`src/rtl/alu_seq_ctrl.sv`:
```
// alu_seq_ctrl -- sequencing controller in front of a shared combinational ALU.
//
// Accepts one operation at a time. It decodes the main-control operation class
// and the R-type function field into a 4-bit ALU control code, presents the
// registered operands to the external ALU for one cycle, captures the result,
// and holds it on a valid/ready response port until the consumer takes it.
//
// Build option: define ALU_SEQ_MUL_EN to run multiplies (code 1100) as a
// DATA_W-cycle shift-add sequence inside this block instead of on the shared
// ALU. Without the macro the multiply datapath is not built, and multiplies
// pass through EXEC like any other operation.
//
// Ports
//   clk_i, rst_i                 clock, synchronous active-high reset
//   req_valid_i / req_ready_o    request handshake (ready only in IDLE)
//   funct_i, aluop_i             R-type function field, operation class
//   src1_i, src2_i               operands
//   alu_ctrl_o                   ALU control code (non-zero only in EXEC)
//   alu_src1_o, alu_src2_o       operands to the ALU (non-zero only in EXEC)
//   alu_result_i                 combinational ALU result
//   rsp_valid_o / rsp_ready_i    response handshake
//   rsp_data_o                   result
//   busy_o                       high whenever the FSM is not in IDLE
//
// state | meaning
// ------+----------------------------------------------------------------
// IDLE  | waiting for req_valid_i; req_ready_o high
// EXEC  | operands and code driven to the ALU; result captured this cycle
// MUL   | shift-add multiply, one iteration per cycle (ALU_SEQ_MUL_EN only)
// RESP  | rsp_valid_o high, rsp_data_o held until rsp_ready_i

module alu_seq_ctrl #(
   parameter int DATA_W = 32
) (
   input  logic              clk_i,
   input  logic              rst_i,
   input  logic              req_valid_i,
   output logic              req_ready_o,
   input  logic [5:0]        funct_i,
   input  logic [3:0]        aluop_i,
   input  logic [DATA_W-1:0] src1_i,
   input  logic [DATA_W-1:0] src2_i,
   output logic [3:0]        alu_ctrl_o,
   output logic [DATA_W-1:0] alu_src1_o,
   output logic [DATA_W-1:0] alu_src2_o,
   input  logic [DATA_W-1:0] alu_result_i,
   output logic              rsp_valid_o,
   input  logic              rsp_ready_i,
   output logic [DATA_W-1:0] rsp_data_o,
   output logic              busy_o
);

   localparam logic [3:0] CODE_MUL = 4'b1100;

   typedef enum logic [1:0] {
      IDLE = 2'd0,
      EXEC = 2'd1,
`ifdef ALU_SEQ_MUL_EN
      MUL  = 2'd2,
`endif
      RESP = 2'd3
   } state_t;

   state_t     state;
   logic [3:0] dec_code;

   always_comb begin
      dec_code = 4'b0000;
      case (aluop_i)
         4'b0010: begin
            case (funct_i)
               6'b100001: dec_code = 4'b0010;
               6'b100011: dec_code = 4'b0110;
               6'b100101: dec_code = 4'b0001;
               6'b100100: dec_code = 4'b0000;
               6'b101010: dec_code = 4'b0111;
               6'b000011: dec_code = 4'b1101;
               6'b000111: dec_code = 4'b0011;
               6'b011000: dec_code = 4'b1100;
               default:   dec_code = 4'b0000;
            endcase
         end
         4'b0101: dec_code = 4'b1110;
         4'b0100: dec_code = 4'b1000;
         4'b0011: dec_code = 4'b0100;
         4'b0001: dec_code = 4'b1010;
         4'b0111: dec_code = 4'b0101;
         4'b0110: dec_code = 4'b1001;
         default: dec_code = 4'b0000;
      endcase
   end

`ifdef ALU_SEQ_MUL_EN
   localparam int CNT_W = $clog2(DATA_W) + 1;

   logic [CNT_W-1:0]  cnt;
   logic [DATA_W-1:0] acc;
   logic [DATA_W-1:0] mcand;
   logic [DATA_W-1:0] mplier;
   logic [DATA_W-1:0] acc_sum;

   // Only the low DATA_W bits are kept, so the product is sign-agnostic.
   assign acc_sum = mplier[0] ? (acc + mcand) : acc;
`endif

   always_ff @(posedge clk_i) begin
      if (rst_i) begin
         state       <= IDLE;
         req_ready_o <= 1'b1;
         busy_o      <= 1'b0;
         rsp_valid_o <= 1'b0;
         rsp_data_o  <= '0;
         alu_ctrl_o  <= 4'b0000;
         alu_src1_o  <= '0;
         alu_src2_o  <= '0;
`ifdef ALU_SEQ_MUL_EN
         cnt         <= '0;
         acc         <= '0;
         mcand       <= '0;
         mplier      <= '0;
`endif
      end else begin
         case (state)
            IDLE: begin
               if (req_valid_i) begin
                  req_ready_o <= 1'b0;
                  busy_o      <= 1'b1;
`ifdef ALU_SEQ_MUL_EN
                  if (dec_code == CODE_MUL) begin
                     state  <= MUL;
                     acc    <= '0;
                     mcand  <= src1_i;
                     mplier <= src2_i;
                     cnt    <= CNT_W'(DATA_W);
                  end else
`endif
                  begin
                     state      <= EXEC;
                     alu_ctrl_o <= dec_code;
                     alu_src1_o <= src1_i;
                     alu_src2_o <= src2_i;
                  end
               end
            end

            EXEC: begin
               state       <= RESP;
               rsp_valid_o <= 1'b1;
               rsp_data_o  <= alu_result_i;
               alu_ctrl_o  <= 4'b0000;
               alu_src1_o  <= '0;
               alu_src2_o  <= '0;
            end

`ifdef ALU_SEQ_MUL_EN
            MUL: begin
               acc    <= acc_sum;
               mcand  <= mcand << 1;
               mplier <= mplier >> 1;
               cnt    <= cnt - CNT_W'(1);
               // Terminal count: cnt == 1 is the DATA_W-th iteration.
               if (cnt == CNT_W'(1)) begin
                  state       <= RESP;
                  rsp_valid_o <= 1'b1;
                  rsp_data_o  <= acc_sum;
               end
            end
`endif

            RESP: begin
               // Returning to IDLE here means req_valid_i on this same edge
               // is not seen as an accept; the next edge is the earliest.
               if (rsp_ready_i) begin
                  state       <= IDLE;
                  rsp_valid_o <= 1'b0;
                  req_ready_o <= 1'b1;
                  busy_o      <= 1'b0;
               end
            end

            default: begin
               state       <= IDLE;
               rsp_valid_o <= 1'b0;
               req_ready_o <= 1'b1;
               busy_o      <= 1'b0;
            end
         endcase
      end
   end

endmodule

```
`config.mk`:
```
export PLATFORM = sky130hd
export DESIGN_NAME = alu_seq_ctrl
export DESIGN_NICKNAME = d
export VERILOG_FILES = /design/src/rtl/alu_seq_ctrl.sv
export SDC_FILE = /design/constraint.sdc
export NUM_CORES = 1
export LEC_CHECK = 0
export CORE_MARGIN = 4
export CORE_UTILIZATION = 40
export DETAILED_ROUTE_END_ITERATION = 8
export PLACE_DENSITY = 0.84
export SLEW_MARGIN = 20
export SYNTH_ARGS = -nofsm -noshare
export SYNTH_HDL_FRONTEND = slang
export SYNTH_SLANG_ARGS = --single-unit
export TNS_END_PERCENT = 10
```
`constraint.sdc`:
```
create_clock -name clk_i -period 3.5 [get_ports clk_i]
set_clock_uncertainty 0.05 [all_clocks]
set_input_delay 0.7 -clock clk_i [delete_from_list [all_inputs] [get_ports clk_i]]
set_output_delay 0.7 -clock clk_i [all_outputs]
set_load 0.005 [all_outputs]
```
==> flow_results.org <==
** Status
- Outcome :: complete, no violations

** Yosys
- Averaged over all synthesized cells, the footprint is 8.967 µm².
- Sequential element share of the synthesized area :: 0.5662
- Yosys printed 0 warnings.
- Net count after synthesis :: approximately 520
- Area of the mapped netlist :: 3712 µm²
- Number of distinct library cells after synthesis :: 30
- The synthesized design contains 105 register bits.
- Synthesized instance count :: 414

** Setup path
- Delay of the slowest cell on the worst path :: 530 ps
- Crit end category :: register
- Cell Chain, Critical Path :: clkdlybuf4s50_1 -> nand2b_1 -> nor2_4 -> buf_12 -> a22oi_1 -> nor2_1
- Critical path data arrival time :: between 2000 and 2500 ps
- Of all nets on the critical path, the largest fanout is 49.
- The worst register-to-register path has a depth of 4.
- The worst setup path is launched from a primary input.
- Critical Path Stages :: 6
- Required arrival time at the worst endpoint :: 3730 ps
- Worst-case register-to-register setup slack :: 1720 ps
- The setup path with the least slack is of type in2reg.
- Together, buffers and inverters on the worst path number 2.
- Slowest CP cell :: clkdlybuf4s50_1
- Family with the most delay on the worst path :: buffers and inverters
- The worst register-to-register path ends at alu_src1_o[26]$_SDFFE_PP0P_.
- R2R Path Start :: state[1]$_SDFFE_PP0P_

** Global route
- The first global-routing pass estimated 18220 µm of wire.
- Summed over all layers, the global routing overflow is 0.
- Maximum number of pins on one net before global-route repair :: 66
- The number of antenna violations at the first check in global routing was 0.
- Vias in the first global route :: 3711
- Across every metal layer, demand over resource in global routing totals 0.2036.

** Die
- The die is 104.3 µm wide.
- Effective utilization at floorplan :: 0.4175
- From bottom edge to top edge, the die measures around 100 µm.
- The die covers 10890 µm².
- For this design the top-level I/O count stands at 213.
- In this run the standard cell core region covers between 8000 and 9000 µm².
- Row generation in the floorplan step produced 34 rows.

** Timing
- Total negative slack for setup checks :: 0 ps
- Final Hold Viols :: 0
- Based on the critical path, the design can be clocked at up to approximately 480 MHz.
- In this run the tightest slew margin relative to its limit is 0.4470.
- Number of max-slew violations in the final report :: 0
- Setup violations remaining at the end of the flow were counted as 0.
- Final critical-path setup slack :: 1399 ps
- Setup repair after global routing missed its margin :: no
- The routed design could run at a clock period as short as 2101 ps.
- Final period utilization :: 0.6004
- Worst Tran Pin Value :: 829.5 ps

** CTS
- TritonCTS built the clock tree.
- Cell at the root of the clock tree :: clkbuf_8
- Clock tree synthesis found a total of between 100 and 150 sinks.
- Count of instances resized after the clock tree is built :: 0
- Buffers inserted during clock tree synthesis total 9.
- After clock tree synthesis, the flow added hold-fix buffers numbering 0.
- At the later pin of the worst-skew pair, clock insertion delay measures approximately 340 ps.
- Buffers inserted by post-CTS timing repair :: 0
- Maximum count of clock buffers along a single path :: 2
- Clock input transition at the sequential cells of the worst setup and hold paths :: 100 ps
- The H-tree was split into 3 levels.

** Final layout
- The library cell used most frequently in the layout, excluding fill and tap cells, is clkdlybuf4s50_1.
- Of the cells placed in the final design, the portion with a size suffix greater than 1 is 0.03909.
- Highest-count cells in the layout ignoring fill and taps :: clkdlybuf4s50_1, dfxtp_1, nor2_1, nand2_1, a22oi_1
- Number of antenna diodes :: 0
- Number of fill cells :: slightly below 700
- Sequential cell area :: 2102 µm²
- After the last flow step, the layout net total stands at 719.
- Relative to the synthesized area, the layout overhead comes to 62.96%.
- Summing all multi-input logic gate instances after layout gives roughly 1500 µm².
- Measured on the finished design, the core utilization comes to 0.6804.

** Detailed routing
- Routed Wire Length :: 11410 µm
- The detailed router placed 3740 vias in this run.
- DR pass1 iterations :: 5
- In this run, the number of DRC markers left after iteration 0 of detailed routing was 143.
- Using the TritonRoute via totals, the vias-per-cell ratio works out to 5.180.
- Number of nets still failing antenna checks after routing :: 0
- DRC :: 0
- Dividing the detail-routed wire length by the instance count gives 15.80 µm.

** Pwr
- Portion of total power attributed to sequential cells :: 0.529
- Power after layout :: 2.472 mW
- Of the total power, combinational logic draws 0.200.
- For this design the total switching power over the nets is 0.6349 mW.
- The worst-case IR drop observed on VDD is 0.2374 mV.
- Pint :: 1.837 mW
- Power spread over the standard cell area amounts to 408.6 nW/µm².
- Part of the total power dissipated in the clock network :: 0.271
- Switching share of power :: 0.2569
- P_leak :: 2.198 nW

** Worst hold path
- Hold-critical path depth :: 2
- For hold timing, the worst endpoint is alu_ctrl_o[1]$_SDFFE_PP0P_.
- Hold crit path type :: reg2reg
- In this run the most critical hold path is launched from alu_ctrl_o[1]$_SDFFE_PP0P_.

** Flow run
- Across the run, the number of max-cap violations was 0.

** Placed design
- Worst slack, placed :: 1062 ps
- Last weighted congestion value of the routability-driven placer :: 0.7943
- Count of input and output buffers :: 212
- Total half-perimeter wirelength after legalization and detailed placement :: 8417 µm
-- Yosys cell counts (all sizes together) --
cell type / number / share of area
dfxtp: 105 / 0.57
nor2: 74 / 0.077
nand2: 67 / 0.068
a22oi: 65 / 0.13
a21oi: 37 / 0.050
clkbuf: 18 / 0.018
buf: 13 / 0.021
nand2b: 6 / 0.010
o21ai: 4 / 0.0054
nor4: 3 / 0.0067
nor4bb: 3 / 0.0081
o21bai: 3 / 0.0061
inv: 2 / 0.0020
nand3b: 2 / 0.0040
nor2b: 2 / 0.0034
a2111oi: 1 / 0.0024
a211oi: 1 / 0.0020
a311o: 1 / 0.0027
a31oi: 1 / 0.0017
a32o: 1 / 0.0027
nand4bb: 1 / 0.0030
nor3: 1 / 0.0013
nor4b: 1 / 0.0024
o211a: 1 / 0.0027
o31ai: 1 / 0.0020
-- flip-flops by register name, summed over array words and instances, names as in the netlist --
name and flops:
rsp_valid_o 1, state 2, alu_src2_o 32, alu_ctrl_o 4, req_ready_o 1, busy_o 1
alu_src1_o 32, rsp_data_o 32
-- worst register-to-register path, cell delays in order, from the launching register on --
cell and delay [ps]:
dfxtp_1 580, o21bai_4 210, buf_4 540, a22oi_1 200, nor2_1 140
-- layer usage --
| metal | vias up | routed length (µm) | track usage |
|---|---|---|---|
| li1 | 1819 | - | - |
| met1 | 1745 | 4386 | 0.2255 |
| met2 | 161 | 5653 | 0.3464 |
| met3 | 15 | 1188 | 0.09808 |
| met4 | 0 | 180 | 0.05793 |
| met5 | - | 0 | 0 |
-- layout make-up --
class                      count  area share
clock inverter                 4    0.004757
multi-input combinational    276      0.2445
inverter                       2    0.001241
clock buffer                  12     0.02399
tap                          108     0.02234
sequential                   105      0.3475
timing repair buffer         215      0.3557
-- power groups by stage --
stage          registers, mW  logic [mW]  clock network, mW
2_1_floorplan           1.33       0.189                  0
3_3_place_gp            1.33       0.487                  0
3_5_place_dp            1.33       0.496                  0
4_1_cts                 1.31       0.499              0.692
5_1_grt                 1.32       0.538              0.738
6_report                1.31       0.493              0.671
-- kinds of logic after synthesis --
group           share of synthesized area
simple gates                       0.1837
compound gates                     0.2090
flops                              0.5662
buf+inv                           0.04112
-- worst max-delay path by stage --
stage / start / end / slack (ps)
final: req_valid_i / alu_src1_o[17]$_SDFFE_PP0P_ / 1400
after global routing: req_valid_i / alu_src1_o[21]$_SDFFE_PP0P_ / 1290
after CTS: req_valid_i / alu_src1_o[26]$_SDFFE_PP0P_ / 1420
after detailed placement: req_valid_i / alu_src1_o[26]$_SDFFE_PP0P_ / 1060
after global placement: req_valid_i / alu_src1_o[10]$_SDFFE_PP0P_ / 1120
after floorplan: funct_i[3] / alu_ctrl_o[0]$_SDFFE_PP0P_ / 1790
-- per-stage QoR --
step,hold slack [ps],area (µm²),cells
2_1_floorplan,384.5,3712,414
3_3_place_gp,376.6,5868,706
3_5_place_dp,389.6,5876,706
4_1_cts,405.3,6050,722
5_1_grt,425.3,6050,722
6_report,403.2,6050,722
Power figures use the tool's default switching activity.
